===== src/rtl/ccd_pkg.sv =====
// Shared types and constants for the CCD sample-grid capture path.
// Combinational declarations only; no latency, no backpressure.
// Values are not registered.
package ccd_pkg;

    localparam int FRAME_W = 640;
    localparam int FRAME_H = 480;

    typedef logic [9:0] coord_t;
    typedef logic [4:0] gidx_t;

    typedef enum logic [1:0] {
        IDLE    = 2'd0,
        ARMED   = 2'd1,
        CAPTURE = 2'd2
    } state_t;

endpackage


===== src/rtl/sample_grid_ctrl_if.sv =====
// Pixel-in / sample-out bundle for sample_grid_ctrl.
// Wires only; no latency.
// No backpressure: the pixel stream and the sample store are strobe-driven.
interface sample_grid_ctrl_if;
    import ccd_pkg::*;

    logic   start;
    logic   abort;
    logic   pix_valid;
    coord_t icol;
    coord_t irow;
    logic   ipixel;
    logic   sample_we;
    gidx_t  srow;
    gidx_t  scol;
    logic   opixel;
    logic   busy;
    logic   done;

    modport master (
        output start, abort, pix_valid, icol, irow, ipixel,
        input  sample_we, srow, scol, opixel, busy, done
    );

    modport slave (
        input  start, abort, pix_valid, icol, irow, ipixel,
        output sample_we, srow, scol, opixel, busy, done
    );

endinterface


===== src/rtl/sample_grid_ctrl_grid_stepper.sv =====
// Single-axis grid walker: target coordinate plus grid index.
// tgt/idx/last are combinational (load forces the origin in the same cycle).
// No backpressure; adv steps once per call.
module grid_stepper
    import ccd_pkg::*;
#(
    parameter int ORIGIN = 0,
    parameter int STEP   = 32,
    parameter int COUNT  = 20
) (
    input  logic   clk,
    input  logic   reset,
    input  logic   load,
    input  logic   adv,
    output coord_t tgt,
    output gidx_t  idx,
    output logic   last
);

    localparam coord_t ORG      = coord_t'(ORIGIN);
    localparam coord_t STP      = coord_t'(STEP);
    localparam gidx_t  LAST_IDX = gidx_t'(COUNT - 1);

    coord_t tgt_q;
    gidx_t  idx_q;

    // A reload and a hit on the origin can land together, so the
    // effective position bypasses the registers on load.
    assign tgt  = load ? ORG : tgt_q;
    assign idx  = load ? '0  : idx_q;
    assign last = (idx == LAST_IDX);

    always_ff @(posedge clk) begin
        if (reset) begin
            tgt_q <= '0;
            idx_q <= '0;
        end else if (adv) begin
            if (last) begin
                tgt_q <= ORG;
                idx_q <= '0;
            end else begin
                tgt_q <= tgt + STP;
                idx_q <= idx + gidx_t'(1);
            end
        end else if (load) begin
            tgt_q <= ORG;
            idx_q <= '0;
        end
    end

endmodule


===== src/rtl/sample_grid_ctrl.sv =====
// Captures one GRID_COLS x GRID_ROWS grid of pixels from a CCD raster.
// Latency: sample write one cycle after the hit pixel; done with the final write.
// No backpressure: the sample store must accept every sample_we.
module sample_grid_ctrl
    import ccd_pkg::*;
#(
    parameter int X0        = 0,
    parameter int Y0        = 0,
    parameter int STEP_X    = 32,
    parameter int STEP_Y    = 32,
    parameter int GRID_COLS = 20,
    parameter int GRID_ROWS = 15
) (
    input  logic               clk,
    input  logic               reset,
    sample_grid_ctrl_if.slave  bus
);

    state_t state;
    logic   sample_we_q;
    gidx_t  srow_q;
    gidx_t  scol_q;
    logic   opixel_q;
    logic   busy_q;
    logic   done_q;

    coord_t col_tgt;
    coord_t row_tgt;
    gidx_t  col_idx;
    gidx_t  row_idx;
    logic   col_last;
    logic   row_last;

    logic frame_start;
    logic reload;
    logic capturing;
    logic hit;
    logic final_hit;

    assign frame_start = bus.pix_valid && (bus.icol == '0) && (bus.irow == '0);

    // A frame start while armed or capturing restarts from the origin.
    assign reload    = !bus.abort && frame_start &&
                       ((state == ARMED) || (state == CAPTURE));
    assign capturing = reload || (!bus.abort && (state == CAPTURE));
    assign hit       = capturing && bus.pix_valid &&
                       (bus.icol == col_tgt) && (bus.irow == row_tgt);
    assign final_hit = hit && col_last && row_last;

    grid_stepper #(
        .ORIGIN (X0),
        .STEP   (STEP_X),
        .COUNT  (GRID_COLS)
    ) u_col (
        .clk   (clk),
        .reset (reset),
        .load  (reload),
        .adv   (hit),
        .tgt   (col_tgt),
        .idx   (col_idx),
        .last  (col_last)
    );

    grid_stepper #(
        .ORIGIN (Y0),
        .STEP   (STEP_Y),
        .COUNT  (GRID_ROWS)
    ) u_row (
        .clk   (clk),
        .reset (reset),
        .load  (reload),
        .adv   (hit && col_last),
        .tgt   (row_tgt),
        .idx   (row_idx),
        .last  (row_last)
    );

    always_ff @(posedge clk) begin
        if (reset) begin
            state       <= IDLE;
            sample_we_q <= 1'b0;
            srow_q      <= '0;
            scol_q      <= '0;
            opixel_q    <= 1'b0;
            busy_q      <= 1'b0;
            done_q      <= 1'b0;
        end else begin
            sample_we_q <= hit;
            done_q      <= final_hit;
            if (hit) begin
                srow_q   <= row_idx;
                scol_q   <= col_idx;
                opixel_q <= bus.ipixel;
            end

            if (bus.abort) begin
                state  <= IDLE;
                busy_q <= 1'b0;
            end else begin
                case (state)
                    IDLE: begin
                        if (bus.start) begin
                            state  <= ARMED;
                            busy_q <= 1'b1;
                        end
                    end
                    ARMED: begin
                        if (final_hit) begin
                            state  <= IDLE;
                            busy_q <= 1'b0;
                        end else if (reload) begin
                            state  <= CAPTURE;
                        end
                    end
                    CAPTURE: begin
                        if (final_hit) begin
                            state  <= IDLE;
                            busy_q <= 1'b0;
                        end
                    end
                    default: begin
                        state  <= IDLE;
                        busy_q <= 1'b0;
                    end
                endcase
            end
        end
    end

    assign bus.sample_we = sample_we_q;
    assign bus.srow      = srow_q;
    assign bus.scol      = scol_q;
    assign bus.opixel    = opixel_q;
    assign bus.busy      = busy_q;
    assign bus.done      = done_q;

endmodule


===== src/flat_wrapper.sv =====
// flat-port wrapper written by rule: the top's interface ports become plain ports
module sample_grid_ctrl_flat import ccd_pkg::*;
#(
    parameter int X0        = 0,
    parameter int Y0        = 0,
    parameter int STEP_X    = 32,
    parameter int STEP_Y    = 32,
    parameter int GRID_COLS = 20,
    parameter int GRID_ROWS = 15
)
  (clk, reset, bus_start, bus_abort, bus_pix_valid, bus_icol, bus_irow, bus_ipixel, bus_sample_we, bus_srow, bus_scol, bus_opixel, bus_busy, bus_done);
  sample_grid_ctrl_if bus_i ();
  input  logic clk;
  input  logic reset;
  input wire logic [$bits(bus_i.start)-1:0] bus_start;
  input wire logic [$bits(bus_i.abort)-1:0] bus_abort;
  input wire logic [$bits(bus_i.pix_valid)-1:0] bus_pix_valid;
  input wire logic [$bits(bus_i.icol)-1:0] bus_icol;
  input wire logic [$bits(bus_i.irow)-1:0] bus_irow;
  input wire logic [$bits(bus_i.ipixel)-1:0] bus_ipixel;
  output wire logic [$bits(bus_i.sample_we)-1:0] bus_sample_we;
  output wire logic [$bits(bus_i.srow)-1:0] bus_srow;
  output wire logic [$bits(bus_i.scol)-1:0] bus_scol;
  output wire logic [$bits(bus_i.opixel)-1:0] bus_opixel;
  output wire logic [$bits(bus_i.busy)-1:0] bus_busy;
  output wire logic [$bits(bus_i.done)-1:0] bus_done;
  assign bus_i.start = bus_start;
  assign bus_i.abort = bus_abort;
  assign bus_i.pix_valid = bus_pix_valid;
  assign bus_i.icol = bus_icol;
  assign bus_i.irow = bus_irow;
  assign bus_i.ipixel = bus_ipixel;
  assign bus_sample_we = bus_i.sample_we;
  assign bus_srow = bus_i.srow;
  assign bus_scol = bus_i.scol;
  assign bus_opixel = bus_i.opixel;
  assign bus_busy = bus_i.busy;
  assign bus_done = bus_i.done;
  sample_grid_ctrl #(.X0(X0), .Y0(Y0), .STEP_X(STEP_X), .STEP_Y(STEP_Y), .GRID_COLS(GRID_COLS), .GRID_ROWS(GRID_ROWS)) u_core (.clk(clk), .reset(reset), .bus(bus_i));
endmodule

===== config.mk =====
export PLATFORM = sky130hd
export DESIGN_NAME = sample_grid_ctrl_flat
export DESIGN_NICKNAME = d
export VERILOG_FILES = /design/src/rtl/ccd_pkg.sv /design/src/rtl/sample_grid_ctrl_if.sv /design/src/rtl/sample_grid_ctrl_grid_stepper.sv /design/src/rtl/sample_grid_ctrl.sv /design/src/flat_wrapper.sv
export SDC_FILE = /design/constraint.sdc
export NUM_CORES = 1
export LEC_CHECK = 0
export BUFFER_PORTS_ARGS = -buffer_cell sky130_fd_sc_hd__buf_2
export CAP_MARGIN = 0
export CORE_ASPECT_RATIO = 0.8
export CORE_UTILIZATION = 46
export DETAILED_ROUTE_END_ITERATION = 10
export GPL_TIMING_DRIVEN = 0
export PLACE_DENSITY = 0.7
export RECOVER_POWER = 25
export SLEW_MARGIN = 30
export SYNTH_ARGS = -nofsm -noshare
export SYNTH_HDL_FRONTEND = slang
export SYNTH_SLANG_ARGS = --single-unit

===== constraint.sdc =====
create_clock -name clk -period 3.8 [get_ports clk]
set_clock_uncertainty 0.05 [all_clocks]
set_input_delay 0 -clock clk [delete_from_list [all_inputs] [get_ports clk]]
set_output_delay 0 -clock clk [all_outputs]
set_load 0.1 [all_outputs]

==> metrics <==
layout net count approximately 390; initial DRC count around 180; post-route insts no fill 422; Reg clk slew, reported paths around 0.1 ns; fin util 0.561; Worst EP required 3.96 ns; Critical Path Source Type flip-flop; drt first pass iters 8; Synth Area per Inst 8.00 sq um; dpl cell area ~0.0028 sq mm; CTS root buf clkbuf_8; number of global-route vias before repair 2159; worst setup path endpoint u_core.state[0]; post-layout min period approximately 3.5 ns; routability congestion estimate 0.900; Final period util 0.925; DP HPWL roughly 5000 microns; Async S/R FF share, synth 0; Int Power approximately 0.64 mW; register area share after synthesis 0.369; Slew Limit Fails 0; Port Buffers 38; I/O pin total 40; most frequent cells in the layout 46 x dfxtp_1, 40 x nand2_1, 29 x a21oi_1; Reg2Reg Launch Point u_core.state[0]; Syn Inst Count 312; Gate power share 0.077; CTS Buf Count 5; Post-Synth Adder-Cell Area 0.0401; drt drc 6; Final Cell Area roughly 0.0029 sq mm; NetSw 0.223 mW; area taken by multi-input logic gates about 0.0014 sq mm; Pleak between 1 and 1.5 nW; ys flop type dfxtp_1; insertion delay to the later sink of the worst-skew pair 0.31 ns; Critical Path Fanout Max 10; Power Total 0.863 mW; Post-Place Cells just over 400; peak supply drop ~0.22 mV; Via Count 2426; violated checks design-rule violations; Max Cap Viol 0; CTS Buffer Depth 2; Unique masters post-synth 48; R2R setup slack 0.28 ns; die area 0.00572 sq mm; Sum Neg Setup Slack 0 ns; Routed WL between 6000 and 7000 microns; Setup violations, final 0; post-route ant nets 0; largest family of logic cells by synthesized area simple AND/OR/NAND/NOR gates; PwrDens 300 mW/mm^2; Initial Util 0.487; Hold Path Class in -> reg; synthesized area 0.00249 sq mm; first-pass GRT wire length between 10000 and 15000 microns; Worst Tran Pin Value approximately 1.2 ns; relative slew slack 0.221; multiplexer area fraction after synthesis 0.00401; Layout fillers about 500; Post-Synth XOR/XNOR Area 0.0316; H-tree levels 2; TritonCTS clock tree yes; CP Data Arrival Time 3.67 ns; Final Hold Viols 0; # diodes 0; Post-synth EDFFs 0; DR vias/cell about 5.7; DIE HEIGHT ~68 microns; post-synth net total between 300 and 400; row count 23; outcome finished, violations left; total routing usage reported by global routing 0.247; Post-Synth Simple-Gate Area 0.332; Clock power frac 0.361; Seq cells post-synth 46; layout cells sized above 1 0.133; total gr overflow 0; WS Path Type reg -> reg; Layout area overhead 15.2%; worst r2r dst u_core.state[0]; antenna violations before repair 0; largest net degree at the start of global routing 16; Synth Area in Compound Gates 0.169; Warnings, synthesis 0; Peak Freq 0.284 GHz; Core Box Area slightly above 0.005 sq mm; R2R cell count 14; Worst Setup End Kind flip-flop; Sw Share 0.258; CP Launch Point u_core.state[0]; Reg power frac 0.562; routed len/inst 15.5 microns; Die X-Extent around 84 microns; most common cell after layout, fill and taps aside dfxtp_1; sequential cell area ~900 sq um; Num Clock Sinks 46
## kinds of logic (layout without fill, tap and decap cells)
family,after synthesis,after routing
AOI/OAI and AO/OA,62,62
xor gates and xnor gates,9,9
adders and majority gates,8,8
buffers and inverters,35,83
DFF,46,46
muxes,1,1
and+or+nand+nor,151,151
## critical path, cell delays in order, from the launching register on
cell      delay, ns
dfxtp_1        0.37
inv_1          0.07
ha_1           0.31
nor4b_1        0.24
nand4_1        0.23
or2_2          0.40
and2_1         0.21
ha_1           0.23
nor3b_2        0.18
o211a_1        0.22
nand4_1        0.13
clkbuf_4       0.25
nor3_4         0.09
o21a_1         0.20
o221a_2        0.23
## stage by stage
stage	hold slack, ns	setup slack [ns]
4_1_cts	0.0236	0.165
3_5_place_dp	0.208	0.187
3_3_place_gp	0.200	0.212
5_1_grt	0.0481	-0.0149
6_report	0.0370	0.283
2_1_floorplan	0.0397	0.744
## repair_timing
| item | 4_1_cts | 5_1_grt |
|---|---|---|
| setup endpoints to repair | 0 | 8 |
| hold buffers | 3 | 0 |
| hold endpoints to repair | 4 | 0 |
| resized for setup | 0 | 3 |
| buffers inserted | 0 | 0 |
## metal layers
layer | up-vias | track usage | wire length, microns
met1 | 1160 | 0.357 | 3360
met3 | 6 | 0.0434 | 282
li1 | 1197 | - | -
met2 | 63 | 0.380 | 2850
met4 | 0 | 0.0742 | 46
met5 | - | 0 | 0
## synth_stat cells, types with 8 or more instances
library cell,number,area (sq um)
nor3_1,14,70.1
and2_1,8,50.1
dfxtp_1,46,921
inv_1,21,78.8
nand2b_1,13,81.3
nand2_1,40,150
nand3_1,16,80.1
clkbuf_1,9,33.8
nor2b_1,10,62.6
a21oi_1,29,145
ha_1,8,100
nor2_1,8,30.0
## final cells by class
type / count / area share
Tap cell: 62 / 0.0270
Multi-Input combinational cell: 231 / 0.504
Clock inverter: 3 / 0.00740
Clock buffer: 5 / 0.0239
Inverter: 21 / 0.0274
Buffer: 13 / 0.0196
Sequential cell: 46 / 0.320
Timing Repair Buffer: 41 / 0.0705
## worst min path at each step
stage                           start                 to  slack, ns  cells after the start
after floorplan             bus_abort    u_core.state[1]       0.04                      1
after global placement     bus_ipixel  u_core.bus.opixel       0.20                      3
after detailed placement   bus_ipixel  u_core.bus.opixel       0.21                      3
after CTS                 bus_irow[8]    u_core.bus.done       0.02                      4
after global routing      bus_irow[8]    u_core.bus.done       0.05                      4
final                     bus_irow[8]    u_core.bus.done       0.04                      4
## power groups by stage
stage	Combinational (mW)	Sequential, mW	Clock [mW]
floorplan	0.0309	0.501	0
global placement	0.0628	0.496	0
detailed placement	0.0635	0.496	0
CTS	0.0662	0.485	0.315
global route	0.0738	0.485	0.344
finish	0.0666	0.485	0.312
## registers in the layout (all words and copies together), names as in the netlist
| signal | cells |
|---|---|
| u_core.u_row.tgt_q | 10 |
| u_core.bus.scol | 5 |
| u_core.bus.busy | 1 |
| u_core.u_col.idx_q | 5 |
| u_core.bus.sample_we | 1 |
| u_core.bus.srow | 5 |
| u_core.u_row.idx_q | 5 |
| u_core.u_col.tgt_q | 10 |
| u_core.state | 2 |
| u_core.bus.done | 1 |
| u_core.bus.opixel | 1 |
No activity file was read; power rests on OpenSTA's default activity.
